$ cat src/rtl/memory_controller_pkg.sv
// Shared constants for the byte-serial memory controller: state codes, access lengths,
// the IO address window and the bus word types.
package memory_controller_pkg;

  localparam int ADDR_WIDTH = 32;
  localparam int INST_WIDTH = 32;
  localparam logic [31:0] IO_BASE_DEFAULT = 32'h0003_0000;

  typedef logic [ADDR_WIDTH-1:0] addr_t;
  typedef logic [INST_WIDTH-1:0] inst_t;

  localparam logic [2:0] S_IDLE     = 3'd0;
  localparam logic [2:0] S_LS_READ  = 3'd1;
  localparam logic [2:0] S_LS_WRITE = 3'd2;
  localparam logic [2:0] S_IF_READ  = 3'd3;
  localparam logic [2:0] S_DONE     = 3'd4;

  localparam logic [1:0] LEN_BYTE = 2'b00;
  localparam logic [1:0] LEN_HALF = 2'b01;
  localparam logic [1:0] LEN_WORD = 2'b11;

  // The unused 2'b10 code falls through to a full word.
  function automatic logic [2:0] len_bytes(input logic [1:0] len);
    case (len)
      LEN_BYTE: return 3'd1;
      LEN_HALF: return 3'd2;
      LEN_WORD: return 3'd4;
      default:  return 3'd4;
    endcase
  endfunction

endpackage

$ cat src/rtl/memory_controller_if.sv
// Request/response bundle between the memory controller and its two requesters
// (instruction fetcher and load/store buffer).
interface memory_controller_if #(
  parameter int ADDR_W = memory_controller_pkg::ADDR_WIDTH
);
  import memory_controller_pkg::*;

  logic              if_to_mc_ready;
  logic [ADDR_W-1:0] if_to_mc_PC;
  logic              mc_to_if_ready;
  inst_t             mc_to_if_inst;

  logic              lsb_to_mc_ready;
  logic              lsb_to_mc_wr;
  logic [1:0]        lsb_to_mc_len;
  logic [ADDR_W-1:0] lsb_to_mc_addr;
  logic [31:0]       lsb_to_mc_data;
  logic              mc_to_lsb_ready;
  logic [31:0]       mc_to_lsb_data;

  modport master (
    output if_to_mc_ready, if_to_mc_PC,
    output lsb_to_mc_ready, lsb_to_mc_wr, lsb_to_mc_len, lsb_to_mc_addr, lsb_to_mc_data,
    input  mc_to_if_ready, mc_to_if_inst, mc_to_lsb_ready, mc_to_lsb_data
  );

  modport slave (
    input  if_to_mc_ready, if_to_mc_PC,
    input  lsb_to_mc_ready, lsb_to_mc_wr, lsb_to_mc_len, lsb_to_mc_addr, lsb_to_mc_data,
    output mc_to_if_ready, mc_to_if_inst, mc_to_lsb_ready, mc_to_lsb_data
  );

endinterface

$ cat src/rtl/memory_controller.sv
// Serialises fetch and load/store requests onto the byte-wide RAM/IO bus, LSB first;
// a word read answers 6 cycles after acceptance, rdy_in low freezes, a full IO FIFO stalls writes.
module memory_controller
  import memory_controller_pkg::*;
#(
  parameter int                ADDR_W  = ADDR_WIDTH,
  parameter logic [ADDR_W-1:0] IO_BASE = ADDR_W'(IO_BASE_DEFAULT)
) (
  input  logic              clk_in,
  input  logic              rst_in,
  input  logic              rdy_in,
  input  logic [7:0]        mem_din,
  output logic [7:0]        mem_dout,
  output logic [ADDR_W-1:0] mem_a,
  output logic              mem_wr,
  input  logic              io_buffer_full,
  input  logic              flush,
  memory_controller_if.slave req
);

  logic [2:0]        state;
  logic [ADDR_W-1:0] addr;
  logic [2:0]        nbytes;
  logic [2:0]        cnt;
  logic              pend;
  logic              held;
  logic              from_if;
  logic [31:0]       buf_q;

  logic [ADDR_W-1:0] cur_a;
  logic [1:0]        cap_idx;
  logic              reading;
  logic              reissue;
  logic              issue;
  logic              capture;
  logic              wr_go;

  // cnt counts bytes already issued; pend marks a read byte whose data arrives this cycle.
  assign cur_a   = addr + ADDR_W'(cnt);
  assign cap_idx = 2'(cnt - 3'd1);
  assign reading = (state == S_LS_READ) || (state == S_IF_READ);
  assign reissue = reading && held && pend;
  assign issue   = reading && !reissue && (cnt < nbytes);
  assign capture = reading && !reissue && pend;
  assign wr_go   = (state == S_LS_WRITE) && !((cur_a >= IO_BASE) && io_buffer_full);

  // Idle and stalled cycles park the bus at address 0 so no IO location is read by accident.
  always_comb begin
    mem_a    = '0;
    mem_wr   = 1'b0;
    mem_dout = 8'h00;
    if (rdy_in) begin
      if (reissue) begin
        mem_a = cur_a - ADDR_W'(1);
      end else if (issue) begin
        mem_a = cur_a;
      end else if (wr_go) begin
        mem_a    = cur_a;
        mem_wr   = 1'b1;
        mem_dout = buf_q[7:0];
      end
    end
  end

  assign req.mc_to_if_ready  = rdy_in && (state == S_DONE) && from_if && !flush;
  assign req.mc_to_lsb_ready = rdy_in && (state == S_DONE) && !from_if;
  assign req.mc_to_if_inst   = buf_q;
  assign req.mc_to_lsb_data  = buf_q;

  always_ff @(posedge clk_in) begin
    if (rst_in) begin
      state   <= S_IDLE;
      addr    <= '0;
      nbytes  <= 3'd0;
      cnt     <= 3'd0;
      pend    <= 1'b0;
      held    <= 1'b0;
      from_if <= 1'b0;
      buf_q   <= 32'h0;
    end else if (!rdy_in) begin
      held <= 1'b1;
    end else begin
      held <= 1'b0;
      case (state)
        S_IDLE: begin
          cnt  <= 3'd0;
          pend <= 1'b0;
          if (req.lsb_to_mc_ready) begin
            addr    <= req.lsb_to_mc_addr;
            nbytes  <= len_bytes(req.lsb_to_mc_len);
            from_if <= 1'b0;
            buf_q   <= req.lsb_to_mc_wr ? req.lsb_to_mc_data : 32'h0;
            state   <= req.lsb_to_mc_wr ? S_LS_WRITE : S_LS_READ;
          end else if (req.if_to_mc_ready && !flush) begin
            addr    <= req.if_to_mc_PC;
            nbytes  <= 3'd4;
            from_if <= 1'b1;
            buf_q   <= 32'h0;
            state   <= S_IF_READ;
          end
        end
        S_LS_READ, S_IF_READ: begin
          if ((state == S_IF_READ) && flush) begin
            state <= S_IDLE;
          end else if (!reissue) begin
            if (issue) cnt <= cnt + 3'd1;
            pend <= issue;
            if (capture) buf_q[{cap_idx, 3'b000} +: 8] <= mem_din;
            if (capture && (cnt == nbytes)) state <= S_DONE;
          end
        end
        S_LS_WRITE: begin
          if (wr_go) begin
            cnt   <= cnt + 3'd1;
            buf_q <= {8'h00, buf_q[31:8]};
            if (cnt == nbytes - 3'd1) state <= S_DONE;
          end
        end
        default: state <= S_IDLE;
      endcase
    end
  end

endmodule

$ cat src/flat_wrapper.sv
// flat-port wrapper written by rule: the top's interface ports become plain ports
module memory_controller_flat import memory_controller_pkg::*;
#(
  parameter int                ADDR_W  = ADDR_WIDTH,
  parameter logic [ADDR_W-1:0] IO_BASE = ADDR_W'(IO_BASE_DEFAULT)
)
  (clk_in, rst_in, rdy_in, mem_din, mem_dout, mem_a, mem_wr, io_buffer_full, flush, req_if_to_mc_ready, req_if_to_mc_PC, req_lsb_to_mc_ready, req_lsb_to_mc_wr, req_lsb_to_mc_len, req_lsb_to_mc_addr, req_lsb_to_mc_data, req_mc_to_if_ready, req_mc_to_if_inst, req_mc_to_lsb_ready, req_mc_to_lsb_data);
  memory_controller_if #(.ADDR_W(ADDR_W)) req_i ();
  input  logic clk_in;
  input  logic rst_in;
  input  logic rdy_in;
  input  logic [7:0] mem_din;
  output logic [7:0] mem_dout;
  output logic [ADDR_W-1:0] mem_a;
  output logic mem_wr;
  input  logic io_buffer_full;
  input  logic flush;
  input wire logic [$bits(req_i.if_to_mc_ready)-1:0] req_if_to_mc_ready;
  input wire logic [$bits(req_i.if_to_mc_PC)-1:0] req_if_to_mc_PC;
  input wire logic [$bits(req_i.lsb_to_mc_ready)-1:0] req_lsb_to_mc_ready;
  input wire logic [$bits(req_i.lsb_to_mc_wr)-1:0] req_lsb_to_mc_wr;
  input wire logic [$bits(req_i.lsb_to_mc_len)-1:0] req_lsb_to_mc_len;
  input wire logic [$bits(req_i.lsb_to_mc_addr)-1:0] req_lsb_to_mc_addr;
  input wire logic [$bits(req_i.lsb_to_mc_data)-1:0] req_lsb_to_mc_data;
  output wire logic [$bits(req_i.mc_to_if_ready)-1:0] req_mc_to_if_ready;
  output wire logic [$bits(req_i.mc_to_if_inst)-1:0] req_mc_to_if_inst;
  output wire logic [$bits(req_i.mc_to_lsb_ready)-1:0] req_mc_to_lsb_ready;
  output wire logic [$bits(req_i.mc_to_lsb_data)-1:0] req_mc_to_lsb_data;
  assign req_i.if_to_mc_ready = req_if_to_mc_ready;
  assign req_i.if_to_mc_PC = req_if_to_mc_PC;
  assign req_i.lsb_to_mc_ready = req_lsb_to_mc_ready;
  assign req_i.lsb_to_mc_wr = req_lsb_to_mc_wr;
  assign req_i.lsb_to_mc_len = req_lsb_to_mc_len;
  assign req_i.lsb_to_mc_addr = req_lsb_to_mc_addr;
  assign req_i.lsb_to_mc_data = req_lsb_to_mc_data;
  assign req_mc_to_if_ready = req_i.mc_to_if_ready;
  assign req_mc_to_if_inst = req_i.mc_to_if_inst;
  assign req_mc_to_lsb_ready = req_i.mc_to_lsb_ready;
  assign req_mc_to_lsb_data = req_i.mc_to_lsb_data;
  memory_controller #(.ADDR_W(ADDR_W), .IO_BASE(IO_BASE)) u_core (.clk_in(clk_in), .rst_in(rst_in), .rdy_in(rdy_in), .mem_din(mem_din), .mem_dout(mem_dout), .mem_a(mem_a), .mem_wr(mem_wr), .io_buffer_full(io_buffer_full), .flush(flush), .req(req_i));
endmodule
$ cat config.mk
export PLATFORM = sky130hd
export DESIGN_NAME = memory_controller_flat
export DESIGN_NICKNAME = d
export VERILOG_FILES = /design/src/rtl/memory_controller_pkg.sv /design/src/rtl/memory_controller_if.sv /design/src/rtl/memory_controller.sv /design/src/flat_wrapper.sv
export SDC_FILE = /design/constraint.sdc
export NUM_CORES = 1
export LEC_CHECK = 0
export CORE_UTILIZATION = 60
export DETAILED_ROUTE_END_ITERATION = 16
export DONT_BUFFER_PORTS = 1
export GPL_TIMING_DRIVEN = 0
export PLACE_DENSITY = 0.81
export REMOVE_ABC_BUFFERS = 1
export SYNTH_ARGS = -nofsm -noshare
export SYNTH_HDL_FRONTEND = slang
export SYNTH_SLANG_ARGS = --single-unit
export TNS_END_PERCENT = 1
$ cat constraint.sdc
create_clock -name clk_in -period 4.8 [get_ports clk_in]
set_input_delay 0 -clock clk_in [delete_from_list [all_inputs] [get_ports clk_in]]
set_output_delay 0 -clock clk_in [all_outputs]
set_load 0.01 [all_outputs]
==> results.md <==
- Worst Setup EP: mem_a[27]
- First-pass GRT wire length: 32.7 mm
- Initial antenna violation count: 0
- WL per Instance: 20.3 um
- Total area of sequential cells: 1520 um^2
- Largest family of logic cells by synthesized area: simple AND/OR/NAND/NOR gates
- Core box area: 10400 um^2
- Vias in the first global route: 6734
- IR Drop Worst-Case VDD: 0.230 mV
- Multi-input gate area: 4420 um^2
- Vias: 6920
- # clock sinks: 76
- DRC viols: 0
- DIE AREA: 11200 um^2
- Final nets: 1018
- EDFF count, synth: 0
- Compound-gate portion of the synthesized area: 24.3%
- CP Launch Point: u_core.cnt[1]
- Required time worst endpoint: 4.80 ns
- Mux contribution to synthesized area: 8.82%
- Commonest cells post-synth: 89 x nor2_1, 76 x dfxtp_1, 57 x mux2i_1
- Leakage: 2.94 nW
- Hold Vio Cnt, Final: 0
- Ys async rst share: 0%
- Largest area contributor in the netlist: dfxtp_1
- CTS tree: yes
- Min cycle time layout: 4.37 ns
- Finished Layout Cells: 1028
- Min-delay worst type: in -> reg
- Largest net degree at the start of global routing: 78
- Layout Skew: 0.0119 ns
- Post-Place Cells: 898
- Cells after Synth: 851
- GR Overflow Total: 0
- ANT nets after route: 0
- Worst-case reg-to-reg path depth: 12
- Reg2reg setup slack: 0.80 ns
- Number of max-cap violations: 0
- Pwr per Cell Area: 328 nW/um^2
- Diode count: 0
- Pre-Repair DR Iteration Count: 6
- # rows: 37
- Setup crit end kind: output pin
- Initial Util: 62.4%
- Synth warn: 0
- Total wire length: 20.8 mm
- Reg-to-reg critical path startpoint: u_core.cnt[1]
- Die X: 106 um
- Clock Root Buffer: clkbuf_8
- Clock Tree Buf Depth: 2
- Post-synth top area share: 23.5%
- Ranking of synthesized cells by area: dfxtp_1 24%, mux2i_1 8.8%, nor2_1 5.2%
- Skew-Pair Late Insertion Delay: 0.36 ns
- Final Worst Setup Slack: 0.427 ns
- Worst-path clk slew: 0.08 ns
- Slew Limit Fails: 0
- Slew HR: 18.6%
- Distinct cell type count after synthesis: 62
- GPL Wtd Cong: 0.928
- Outcome: complete, no violations
- Die height: 106 um
- FF-to-FF End: u_core.req.mc_to_if_inst[29]
- Mean area per synthesized cell: 7.60 um^2
- RSZ-0062 raised after global routing: false
- Final setup fails: 0
- # fillers: 790
- Num CTS Buffers: 9
- Layout cells sized above 1: 4.82%
- Area growth from synthesis to layout: 18.2%
- Tot GR Track Use: 36.4%
- H-Tree Depth: 3
- Crit path kind: reg -> out
- Number of top-level pins: 221
- Fmax: 0.229 GHz
- Final setup TNS: 0 ns
- Drt initial violations: 641
- Sequential fraction of the synthesis area: 23.5%
- Simple-Gate Fraction of Synth Area: 26.3%
- Hpwl dp: 12.7 mm
- I/O Buffers: 0
- Top_reg_cell synth: dfxtp_1
- CP max FO: 32
- Synthesized flop and latch total: 76
- Placement Setup Slack: -0.0384 ns
- Critical Path AT: 4.37 ns
- Vias per std cell: 6.73
- Worst-Margin Slew: 1.22 ns
- Most common cell in the synthesized netlist: nor2_1
- Final Core Density: 73.7%
- Tcrit/Tclk final: 91.1%
- Synth Cell Area: 6470 um^2
- CP startpoint kind: flop
- XOR/XNOR Fraction of Synth Area: 4.97%
- Adder-cell share of the synthesized area: 3.02%
## critical path: stages (launching register included)
cell and delay (ns):
dfxtp_1 0.52, inv_1 0.18, fa_1 0.52, nor2b_4 0.28
o21ai_4 0.16, nor4_2 0.36, xnor2_2 0.22, o2111ai_2 0.26
nor4_2 0.41, o211ai_4 0.36, or3b_2 0.54, o21ai_0 0.19
## metal layers
layer / GRT usage (%) / vias up / routed length, um
met5: 0 / - / 0
met4: 13.5 / 0 / 507
met3: 9.59 / 64 / 2120
met2: 62.3 / 443 / 10100
met1: 43.6 / 3251 / 8110
li1: - / 3162 / -
## per-stage QoR
step	cell area, um^2	total power, mW	hold WS (ns)
3_3_place_gp	6140	1.74	0.0545
4_1_cts	7630	2.46	0.00215
6_report	7650	2.50	0.00262
5_1_grt	7650	2.65	0.000552
3_5_place_dp	6210	1.80	0.0588
2_1_floorplan	5970	1.56	0.0503
## placed cells by master (no fill, tap or decap), types with 18 or more instances in the layout
master / count
a211oi_1: 44
a21oi_1: 38
a22oi_1: 25
and2_1: 18
dfxtp_1: 75
dlygate4sd3_1: 114
inv_1: 24
mux2i_1: 57
nand2_1: 54
nand3_1: 27
nor2_1: 87
nor2b_1: 28
nor3_1: 22
o21ai_0: 55
xnor2_1: 19
## report_power, final
group | internal, mW | total [mW] | switching (mW)
Combinational | 0.420 | 1.02 | 0.600
Clock | 0.301 | 0.550 | 0.249
Sequential | 0.730 | 0.935 | 0.206
Total | 1.45 | 2.50 | 1.05
## area by class of cell
type | count | area share [%]
sequential | 76 | 19.9
multi-input combinational | 660 | 57.7
timing repair buffer | 118 | 16.2
tap | 136 | 2.23
clock inverter | 4 | 0.982
inverter | 24 | 1.18
clock buffer | 10 | 1.80
## how the worst min path moves through the flow
stage | start | end | slack [ns] | depth (start not counted)
after floorplan | flush | req_mc_to_if_ready | 0.05 | 1
after global placement | flush | req_mc_to_if_ready | 0.05 | 1
after detailed placement | flush | req_mc_to_if_ready | 0.06 | 1
after CTS | rst_in | u_core.req.mc_to_if_inst[13] | 0.002 | 2
after global routing | rst_in | u_core.req.mc_to_if_inst[23] | 0.0006 | 2
final | mem_din[1] | u_core.req.mc_to_if_inst[1] | 0.003 | 4
## registers in the layout, summed over array words and instances, names as in the netlist
name,cells
u_core.addr,32
u_core.cnt,3
u_core.from_if,1
u_core.held,1
u_core.nbytes,3
u_core.pend,1
u_core.req.mc_to_if_inst,32
u_core.state,3
## repair_timing
action | in CTS | in global routing
gates resized for setup | 4 | 4
hold buffers | 116 | 0
buffers inserted | 0 | 0
hold endpoints to repair | 76 | 0
setup endpoints to repair | 41 | 27
## cells by family after synthesis
| family | Yosys count |
|---|---|
| AND/OR/NAND/NOR | 323 |
| AO/OA/AOI/OAI | 230 |
| buffers and inverters | 115 |
| flip-flops | 76 |
| multiplexers | 57 |
| XOR/XNOR | 35 |
| adder cells (fa/ha/maj) | 15 |
Note: power is estimated with default switching activity, not from simulation.
